==> config.mk <==
export PLATFORM = sky130hd
export DESIGN_NAME = dpram_copy_engine
export DESIGN_NICKNAME = d
export VERILOG_FILES = /design/src/rtl/dpram_copy_engine.sv
export SDC_FILE = /design/constraint.sdc
export NUM_CORES = 1
export LEC_CHECK = 0
export CORE_UTILIZATION = 42
export DETAILED_ROUTE_END_ITERATION = 10
export GPL_ROUTABILITY_DRIVEN = 0
export HOLD_SLACK_MARGIN = 0.02
export PLACE_DENSITY = 0.68
export SLEW_MARGIN = 20
export SYNTH_ARGS = -nofsm -noshare
export SYNTH_HDL_FRONTEND = slang
export SYNTH_SLANG_ARGS = --single-unit
==> constraint.sdc <==
create_clock -name clk -period 2.1 [get_ports clk]
set_input_delay 0.315 -clock clk [delete_from_list [all_inputs] [get_ports clk]]
set_output_delay 0.315 -clock clk [all_outputs]
set_load 0.01 [all_outputs]
==> src/rtl/dpram_copy_engine.sv <==
// dpram_copy_engine: copies up to 64 bytes inside a dual-port RAM,
// reading through port A and writing back through port B.
module dpram_copy_engine (
  input  logic       clk,
  input  logic       rst_n,
  input  logic       start,
  input  logic [5:0] src_addr,
  input  logic [5:0] dst_addr,
  input  logic [6:0] len,
  output logic       busy,
  output logic       done,
  output logic [5:0] addr_a,
  output logic       we_a,
  output logic [7:0] data_a,
  input  logic [7:0] q_a,
  output logic [5:0] addr_b,
  output logic       we_b,
  output logic [7:0] data_b
);

  localparam logic [1:0] IDLE  = 2'd0;
  localparam logic [1:0] RUN   = 2'd1;
  localparam logic [1:0] DRAIN = 2'd2;
  localparam logic [1:0] DONE  = 2'd3;

  logic [1:0] state;
  logic [6:0] n;
  logic [6:0] rd_cnt;
  logic [5:0] dst_r;
  logic [5:0] wr_off;
  logic       rv1;
  logic       rv2;
  logic [6:0] n_in;

  assign we_a   = 1'b0;
  assign data_a = 8'd0;
  assign n_in   = (len > 7'd64) ? 7'd64 : len;

  // rv1: a read address is on port A this cycle
  // rv2: its data is on q_a this cycle
  always_ff @(posedge clk or negedge rst_n) begin
    if (!rst_n) begin
      state  <= IDLE;
      n      <= 7'd0;
      rd_cnt <= 7'd0;
      dst_r  <= 6'd0;
      wr_off <= 6'd0;
      rv1    <= 1'b0;
      rv2    <= 1'b0;
      busy   <= 1'b0;
      done   <= 1'b0;
      addr_a <= 6'd0;
      addr_b <= 6'd0;
      we_b   <= 1'b0;
      data_b <= 8'd0;
    end else begin
      rv2  <= rv1;
      we_b <= rv2;
      if (rv2) begin
        addr_b <= dst_r + wr_off;
        data_b <= q_a;
        wr_off <= wr_off + 6'd1;
      end
      case (state)
        IDLE: begin
          if (start) begin
            if (len == 7'd0) begin
              state <= DONE;
              done  <= 1'b1;
            end else begin
              state  <= (n_in == 7'd1) ? DRAIN : RUN;
              n      <= n_in;
              addr_a <= src_addr;
              dst_r  <= dst_addr;
              rd_cnt <= 7'd1;
              wr_off <= 6'd0;
              rv1    <= 1'b1;
              busy   <= 1'b1;
            end
          end
        end
        RUN: begin
          addr_a <= addr_a + 6'd1;
          rd_cnt <= rd_cnt + 7'd1;
          rv1    <= 1'b1;
          if (rd_cnt + 7'd1 == n)
            state <= DRAIN;
        end
        DRAIN: begin
          rv1 <= 1'b0;
          if (!rv1 && !rv2) begin
            state <= DONE;
            busy  <= 1'b0;
            done  <= 1'b1;
          end
        end
        default: begin
          done  <= 1'b0;
          state <= IDLE;
        end
      endcase
    end
  end

endmodule
==> impl_metrics.py <==
metrics = {
    "floorplan": {
        "die_w_um": 85.0,
        "dieArea_sq_um": 7230,
        "start_util_pct": 44.6,
        "die_h_um": 85.0,
        "rows": 29,
        "fp.coreArea_sq_um": 6490,
        "io_pins": 62,
    },
    "worst_setup_path": {
        "required_ns": 2.29,
        "timing.rr.start": "state[1]$_DFFE_PN0P_",
        "worst-endpoint-arrival_ns": 2.24,
        "start_kind": "input port",
        "critPathKind": "in -> reg",
        "crit_path_max_fanout": 17,
        "reg2regPathDepth": 8,
        "r2r_setup_slack_ns": 0.20,
        "critPathMaxStageDelay_ns": 0.55,
        "timing.rr.end": "state[0]$_DFFE_PN0P_",
        "crit_chain": "clkdlybuf4s50_1 -> or4_4 -> o311a_4 -> a21oi_4 -> buf_12 -> mux2_2",
        "critPathSlowestCell": "or4_4",
        "worst_setup_path_end_kind": "flop",
    },
    "pwr": {
        "p_int_w": 0.00323,
        "p_leak_nw": 1.67,
        "p_comb_share_pct": 55.0,
        "p_total_w": 0.00527,
        "powerDensity_nw_per_um2": 1430,
        "power.share.clock_pct": 10.0,
        "switching_share_pct": 38.7,
        "vdd_drop_max_mv": 0.619,
        "switchingPower_w": 0.00204,
        "p_seq_share_pct": 35.0,
    },
    "logic_synthesis": {
        "ys_seq_area_share_pct": 45.8,
        "ys_types": 49,
        "synth_top_area_cell": "dfrtp_1",
        "ys_warn_count": 0,
        "netlist.area_leader.share_pct": 45.8,
        "synthTopCellsByCount": "dfrtp_1 (53), nand2_1 (42), o21ai_0 (15)",
        "syn_inst": 286,
        "yosys-top-cells-area": "dfrtp_1 (46%), mux2_2 (5.4%), nand2_1 (5.4%)",
        "syn-cell-area_sq_um": 2900,
        "synth_ff_type": "dfrtp_1",
        "yosysMostFrequentCell": "dfrtp_1",
        "synth_edf_count": 0,
        "avgSynthCellArea_sq_um": 10.1,
        "synthArstFlopShare_pct": 100,
        "synth_seq_cells": 53,
    },
    "placed_design": {
        "dp.cells": 429,
        "port_buffers": 52,
        "post-place-ws_ns": -0.266,
        "place_hpwl_um": 4340,
    },
    "sta": {
        "tightest_slew_ns": 0.659,
        "setup_viol": 0,
        "hold_viol": 0,
        "rsz0062_at_grt": "yes",
        "period_share_pct": 97.4,
        "tns_ns": 0,
        "maxSlewViolCount": 0,
        "clock.fmax_ghz": 0.489,
        "finClkSkew_ns": 0.00685,
        "relSlewSlack_pct": 56.0,
        "layout_setup_ws_ns": 0.0548,
        "period_needed_ns": 2.05,
    },
    "route": {
        "antenna_left": 0,
        "wl_per_cell_um": 13.3,
        "drcViolationCount": 0,
        "drt-initial-drc-count": 98,
        "vias_per_cell": 5.19,
        "wl_um": 5770,
        "num_vias": 2257,
        "dr.pass1.iters": 4,
    },
    "job": {
        "drv_cap": 0,
    },
    "layout": {
        "nets": 402,
        "seqCellArea_sq_um": 1330,
        "fin_cells": 435,
        "num_antenna_cells": 0,
        "layout-drive-gt1-share_pct": 15.4,
        "area_delta_synth_final_pct": 27.6,
        "multi_input_area_sq_um": 1440,
        "fillers": 566,
    },
    "global_routing": {
        "grt_pass1_vias": 2230,
        "track_usage_pct": 17.5,
        "grt_overflow_total": 0,
        "grt_max_degree": 54,
        "antenna_found_initial": 0,
        "grt_pass1_wl_um": 10000,
    },
    "outcome": {
        "outcome": "finished clean",
    },
    "clock_network": {
        "htreeDepth": 2,
        "clkSinkCount": 53,
        "cts_hold_buf": 0,
        "tritoncts": "done",
        "cts_buffer_depth": 2,
        "path_clk_slew_ns": 0.09,
        "cts_buffers": 5,
        "root_buffer": "clkbuf_8",
        "clkLatencyLatePin_ns": 0.30,
    },
    "hold_path": {
        "hold_class": "in -> async",
    },
}
-- through the flow --
step	hold WS (ns)	instance area, sq um	util [%]
final	0.116	3700	56.9
after global routing	0.179	3700	56.9
after CTS	0.145	3690	56.8
after detailed placement	0.414	3620	55.7
after global placement	0.408	3620	55.7
after floorplan	0.0194	2930	-
-- cells in the final DEF (no fill, tap or decap), drive strengths merged, types with 5 or more instances in the layout --
cell type       n
dfrtp          53
clkdlybuf4s50  51
nand2          42
buf            26
o21ai          17
nor2           14
mux2           14
ha             12
inv            11
xnor2          11
a21oi          11
conb            9
nand3           8
xor2            7
mux2i           6
nand2b          6
a22o            5
clkbuf          5
-- power by group through the flow --
stage          clock network, W  logic [W]  registers, W
6_report               0.000528    0.00290       0.00184
2_1_floorplan                 0    0.00175       0.00189
4_1_cts                0.000551    0.00291       0.00184
3_5_place_dp                  0    0.00290       0.00187
5_1_grt                0.000586    0.00322       0.00191
3_3_place_gp                  0    0.00282       0.00184
-- timing repair --
| item | in CTS | in global routing |
|---|---|---|
| endpoints found under the setup margin | 0 | 2 |
| resized for setup | 0 | 2 |
| buffers inserted | 0 | 0 |
-- critical path, delay by kind of cell --
kind | cells | cell delay (ns)
buffers and inverters | 2 | 0.57
AND/OR/NAND/NOR | 1 | 0.55
AO/OA/AOI/OAI | 2 | 0.47
multiplexers | 1 | 0.33
-- worst max path at each step --
stage	start	endpoint	slack, ns	cells after the start
2_1_floorplan	len[1]	rd_cnt[0]$_DFFE_PN0P_	0.21	5
3_3_place_gp	len[1]	rd_cnt[0]$_DFFE_PN0P_	-0.25	6
3_5_place_dp	len[1]	rd_cnt[0]$_DFFE_PN0P_	-0.27	6
4_1_cts	state[1]$_DFFE_PN0P_	state[1]$_DFFE_PN0P_	0.02	8
5_1_grt	len[1]	addr_a[5]$_DFFE_PN0P_	-0.002	7
6_report	len[1]	rd_cnt[0]$_DFFE_PN0P_	0.05	6
-- state kept, by name (all words and copies together) (netlist names) --
signal	flops
data_b	8
n	7
rv1	1
state	2
busy	1
rv2	1
addr_b	6
we_b	1
done	1
dst_r	6
rd_cnt	7
wr_off	6
addr_a	6
-- layout make-up --
| cell class | instances | area share (%) |
|---|---|---|
| clock buffer | 5 | 1.86 |
| clock inverter | 1 | 0.135 |
| inverter | 11 | 1.12 |
| multi-input combinational | 211 | 38.9 |
| sequential | 53 | 35.9 |
| tap | 77 | 2.61 |
| timing repair buffer | 77 | 19.5 |
-- routing by layer --
layer	global-route usage [%]	wire length [um]
met5	0	0
met4	6.01	90
met3	3.50	243
met2	28.8	2760
met1	23.2	2680
-- logic make-up (layout without fill, tap and decap cells) --
| kind of cell | after synthesis | count (layout) | share of synthesized area, % |
|---|---|---|---|
| and+or+nand+nor | 95 | 95 | 15.9 |
| AOI/OAI and AO/OA | 56 | 56 | 13.8 |
| DFF | 53 | 53 | 45.8 |
| buffers and inverters | 30 | 94 | 5.57 |
| muxes | 20 | 20 | 7.52 |
| xor gates and xnor gates | 18 | 18 | 5.44 |
| adders and majority gates | 13 | 13 | 5.87 |
| other | 1 | 9 | 0.129 |
(Power assumes the default switching activity.)
